[config.mk]
export PLATFORM = sky130hd
export DESIGN_NAME = fifo_stream_reader
export DESIGN_NICKNAME = d
export VERILOG_FILES = /design/src/rtl/fifo_pkg.sv /design/src/rtl/fifo_stream_reader.sv
export SDC_FILE = /design/constraint.sdc
export NUM_CORES = 1
export LEC_CHECK = 0
export CELL_PAD_IN_SITES_DETAIL_PLACEMENT = 1
export CELL_PAD_IN_SITES_GLOBAL_PLACEMENT = 2
export CORE_ASPECT_RATIO = 1.5
export CORE_UTILIZATION = 31
export CTS_CLUSTER_SIZE = 10
export DETAILED_ROUTE_END_ITERATION = 8
export HOLD_SLACK_MARGIN = 0.02
export PLACE_DENSITY_LB_ADDON = 0.1
export SLEW_MARGIN = 10
export SYNTH_ARGS = -nofsm -noshare
export SYNTH_HDL_FRONTEND = slang
export SYNTH_SLANG_ARGS = --single-unit
[constraint.sdc]
create_clock -name clk -period 2.41 [get_ports clk]
set_input_delay 0.482 -clock clk [delete_from_list [all_inputs] [get_ports clk]]
set_output_delay 0.482 -clock clk [all_outputs]
set_load 0.02 [all_outputs]
[src/rtl/fifo_pkg.sv]
// Shared types and default widths for the FIFO stream reader and its companion FIFO.
package fifo_pkg;

  localparam int DEFAULT_DATA_WIDTH = 8;
  localparam int DEFAULT_LEN_WIDTH  = 8;

  typedef enum logic [1:0] {
    IDLE   = 2'd0,
    RUN    = 2'd1,
    FINISH = 2'd2
  } reader_state_t;

endpackage

[src/rtl/fifo_stream_reader.sv]
// Pops a requested number of words from a show-ahead FIFO and streams them out
// through a single valid/ready register stage at up to one word per cycle.
module fifo_stream_reader
  import fifo_pkg::*;
#(
  parameter int DATA_WIDTH = DEFAULT_DATA_WIDTH,
  parameter int LEN_WIDTH  = DEFAULT_LEN_WIDTH
) (
  input  logic                  clk,
  input  logic                  rst_n,
  input  logic                  start,
  input  logic [LEN_WIDTH-1:0]  len,
  output logic                  busy,
  output logic                  done,
  output logic                  fifo_rden,
  input  logic [DATA_WIDTH-1:0] fifo_data,
  input  logic                  fifo_empty,
  output logic                  m_valid,
  output logic [DATA_WIDTH-1:0] m_data,
  input  logic                  m_ready
);

  reader_state_t        state;
  reader_state_t        state_nxt;
  logic [LEN_WIDTH-1:0] pop_cnt;
  logic [LEN_WIDTH-1:0] acc_cnt;
  logic                 load;
  logic                 hs;

  // Load whenever the output stage is empty or being drained this cycle.
  assign load      = (state == RUN) && (pop_cnt != '0) && !fifo_empty && (!m_valid || m_ready);
  assign hs        = m_valid && m_ready;
  assign fifo_rden = load;
  assign busy      = (state != IDLE);
  assign done      = (state == FINISH);

  always_ff @(posedge clk or negedge rst_n) begin
    if (!rst_n) state <= IDLE;
    else        state <= state_nxt;
  end

  always_comb begin
    state_nxt = state;
    case (state)
      IDLE: begin
        if (start) state_nxt = (len == '0) ? FINISH : RUN;
      end
      RUN: begin
        if (hs && (acc_cnt == LEN_WIDTH'(1))) state_nxt = FINISH;
      end
      FINISH:  state_nxt = IDLE;
      default: state_nxt = IDLE;
    endcase
  end

  always_ff @(posedge clk or negedge rst_n) begin
    if (!rst_n) begin
      pop_cnt <= '0;
      acc_cnt <= '0;
      m_valid <= 1'b0;
      m_data  <= '0;
    end else begin
      if ((state == IDLE) && start) begin
        pop_cnt <= len;
        acc_cnt <= len;
      end else begin
        if (load) pop_cnt <= pop_cnt - 1'b1;
        if (hs && (acc_cnt != '0)) acc_cnt <= acc_cnt - 1'b1;
      end

      if (load) begin
        m_valid <= 1'b1;
        m_data  <= fifo_data;
      end else if (hs) begin
        m_valid <= 1'b0;
      end
    end
  end

endmodule
==> results by group <==
Outcome
  – Status: finished, final reports clean

STA
  – Slew Viols, Final: 0
  – Min Tclk post-route: 2.16 ns
  – Final Skew: approximately 0.0021 ns
  – Final Cycle Share: approximately nine tenths
  – RSZ-0062 raised after global routing: no
  – Slew @ Worst Pin: between 0.6 and 0.7 ns
  – Final setup margin: 0.254 ns
  – # setup viols final: 0
  – WHS: roughly 0.51 ns
  – Fin. Hold Viols: 0
  – F_max: 464 MHz
  – Relative slew margins: 55.7%

Hold path
  – Worst hold path class: reg -> reg
  – Hold path depth: 1

Power and ir drop
  – Clk network pwr share: 12.6%
  – Pint: 1280 uW
  – Combinational share of power: a little under half
  – PD cells: between 1000 and 1500 nW/um^2
  – Reg power frac: between 30% and 40%
  – P_sw: a little under 900 uW
  – Switching Fraction: 40.7%
  – VDD IR max: 0.379 mV
  – Leak: 0.000839 uW

Floorplan
  – Die Outline Area: roughly 5300 sq um
  – Die H: approximately 89 microns
  – Row cnt: 31
  – Die W: around 60 microns
  – IO Count: 33
  – Core ar.: 4850 sq um
  – Starting density of the core: 32.3%

Setup path
  – Crit path top cell by count: inv_1
  – Arr. time, crit path: approximately 1.7 ns
  – CP Data Required Time: 1.93 ns
  – CP Capture Type: output port
  – Slowest stage delay, CP: 0.43 ns
  – Crit path kind: reg -> out
  – Worst Setup Start Kind: register
  – CP max-delay cell: dfrtp_1
  – Worst Reg-to-Reg Cells: 7
  – Critical Path Fanout Max: 5
  – Crit-path cells: inv_1 -> ha_1 -> a311oi_2 -> nand2_1 -> inv_1 -> clkbuf_2

Synthesis
  – Post-synthesis cell type count: 44
  – Primary FF master, synth: dfrtp_1
  – Synth Instances: around 160
  – EDFF count, synth: 0
  – Mean Syn Cell Area: 10.1 sq um
  – Syn nets: between 150 and 200
  – Synthesis Warnings: 0
  – Post-synthesis sequential area ratio: 43.2%
  – Ys async rst share: 100%
  – Post-synthesis cell area: 1570 sq um
  – Flops & latches, synth: 27

GRT
  – Grt ovf: 0
  – Largest net degree at the start of global routing: 28
  – Initial antenna violation count: 0
  – Vias in the first global route: 1474
  – Global-route wire length before repair: about 7.4 mm
  – Overall routing resource usage: 19.1%

Routing
  – Vias per cell: 5.29
  – Final wirelength: 4.52 mm
  – Via count: 1386
  – DR iter-0 viols: 44
  – DRT antenna net count: 0
  – DRC viols: 0
  – Wirelength per Cell: between 15 and 20 microns
  – TritonRoute pass-1 iters: 2

CTS
  – Clock transition at path regs: 0.10 ns
  – CTS tree: done
  – Clock Latency Late Sink: 0.28 ns
  – Post-CTS setup buffer count: 0
  – Clock Path Buffers: 2
  – Sink Count: 27
  – CTS Hold Bufs: 0
  – Clock tree root buffer cell: clkbuf_8
  – CTS Buf Count: 3
  – H-tree depth: 1

Placement
  – GPL Wtd Cong: about 0.83
  – Port-buffer cells: 32
  – HPWL Detailed: 3.54 mm
  – Pre-CTS setup slack: -0.0444 ns

Finish
  – P&R area growth vs syn: 31.3%
  – Layout cell share with drive strength beyond 1: between 10% and 20%
  – Most common cell after layout, fill and taps aside: clkdlybuf4s50_1
  – Final net count: 222
  – # fillers: 570
  – Antenna cells: 0
  – Most frequent cells in the layout: clkdlybuf4s50_1 (31), dfrtp_1 (27), nand2_1 (15), buf_4 (12), mux2_2 (11)

Job
  – Maxcap violations: 0
-- repair_timing --
item,4_1_cts,5_1_grt
endpoints found under the setup margin,1,1
cloned,0,0
resized for setup,1,2
pin swaps,0,0
-- cell usage after synthesis, types with 4 or more instances --
cell	count	share of area, %
nor3_1	4	1.3
dfrtp_1	27	43
o211ai_1	5	2.4
a21oi_1	5	1.6
nand3_1	6	1.9
nor2_1	8	1.9
inv_1	8	1.9
or3_1	4	1.6
ha_1	4	3.2
nor4_1	5	2.0
mux2_2	11	7.9
nand4_1	5	2.0
o21ai_0	4	1.3
nand2_1	15	3.6
-- final cells by class --
type / instances / area [sq um] / share of cell area, %
Clock buffer: 3 / 41.3 / 2.01
Clock inverter: 1 / 5.00 / 0.244
Inverter: 8 / 30.0 / 1.46
Multi-Input combinational cell: 113 / 815 / 39.6
Sequential cell: 27 / 676 / 32.9
Tap cell: 66 / 82.6 / 4.02
Timing Repair Buffer: 44 / 405 / 19.7
-- power by group through the flow --
| stage | registers [uW] | logic, uW | clock network, uW |
|---|---|---|---|
| after CTS | 860 | 1050 | 283 |
| after global routing | 894 | 1150 | 290 |
| after global placement | 853 | 1010 | 0 |
| after detailed placement | 867 | 1040 | 0 |
| after floorplan | 891 | 609 | 0 |
| final | 860 | 1030 | 272 |
-- through the flow --
stage | setup TNS (ns) | std cells | area (sq um) | util (%) | power (uW)
floorplan | 0 | 155 | 1570 | - | 1500
global placement | -0.00500 | 258 | 2010 | 41.5 | 1860
detailed placement | -0.0444 | 258 | 2010 | 41.5 | 1910
CTS | 0 | 262 | 2060 | 42.5 | 2190
global route | 0 | 262 | 2050 | 42.4 | 2330
finish | 0 | 262 | 2050 | 42.4 | 2160
-- per-layer routing --
layer / wire (microns) / track usage [%] / part of all wire, %
met1: 1810 / 21.9 / 40
met2: 2530 / 34.9 / 56
met3: 106 / 2.60 / 2.3
met4: 70 / 7.61 / 1.6
met5: 0 / 0 / 0
-- final timing paths --
| kind | startpoint | end | slack (ns) |
|---|---|---|---|
| setup reg to reg | acc_cnt[0]$_DFFE_PN0P_ | acc_cnt[3]$_DFFE_PN0P_ | 0.45 |
| setup / recovery | pop_cnt[0]$_DFFE_PN0P_ | fifo_rden | 0.25 |
| hold reg to reg | state[1]$_DFFE_PN0P_ | state[1]$_DFFE_PN0P_ | 0.51 |
| hold / removal | state[1]$_DFFE_PN0P_ | state[1]$_DFFE_PN0P_ | 0.51 |
| min in group asynchronous | rst_n | acc_cnt[7]$_DFFE_PN0P_ | 0.57 |
| max in group asynchronous | rst_n | state[0]$_DFFE_PN0P_ | 1.57 |
-- critical path, delay by kind of cell (launching register included) --
| family | cells | cell delay, ns |
|---|---|---|
| and+or+nand+nor | 1 | 0.12 |
| adders and majority gates | 1 | 0.24 |
| DFF | 1 | 0.43 |
| AOI/OAI and AO/OA | 1 | 0.25 |
| buffers and inverters | 3 | 0.35 |
-- state kept, by name, summed over array words and instances, names as in the netlist --
register / count
acc_cnt: 8
m_data: 8
pop_cnt: 8
state: 2
m_valid: 1
-- logic make-up after synthesis --
family,Yosys count,share of synthesized area [%]
simple gates,62,22.9
compound gates,34,16.9
flops,27,43.2
buf+inv,15,4.80
mux,11,7.91
fa+ha+maj,4,3.20
xor+xnor,2,1.12
(Power assumes the default switching activity.)
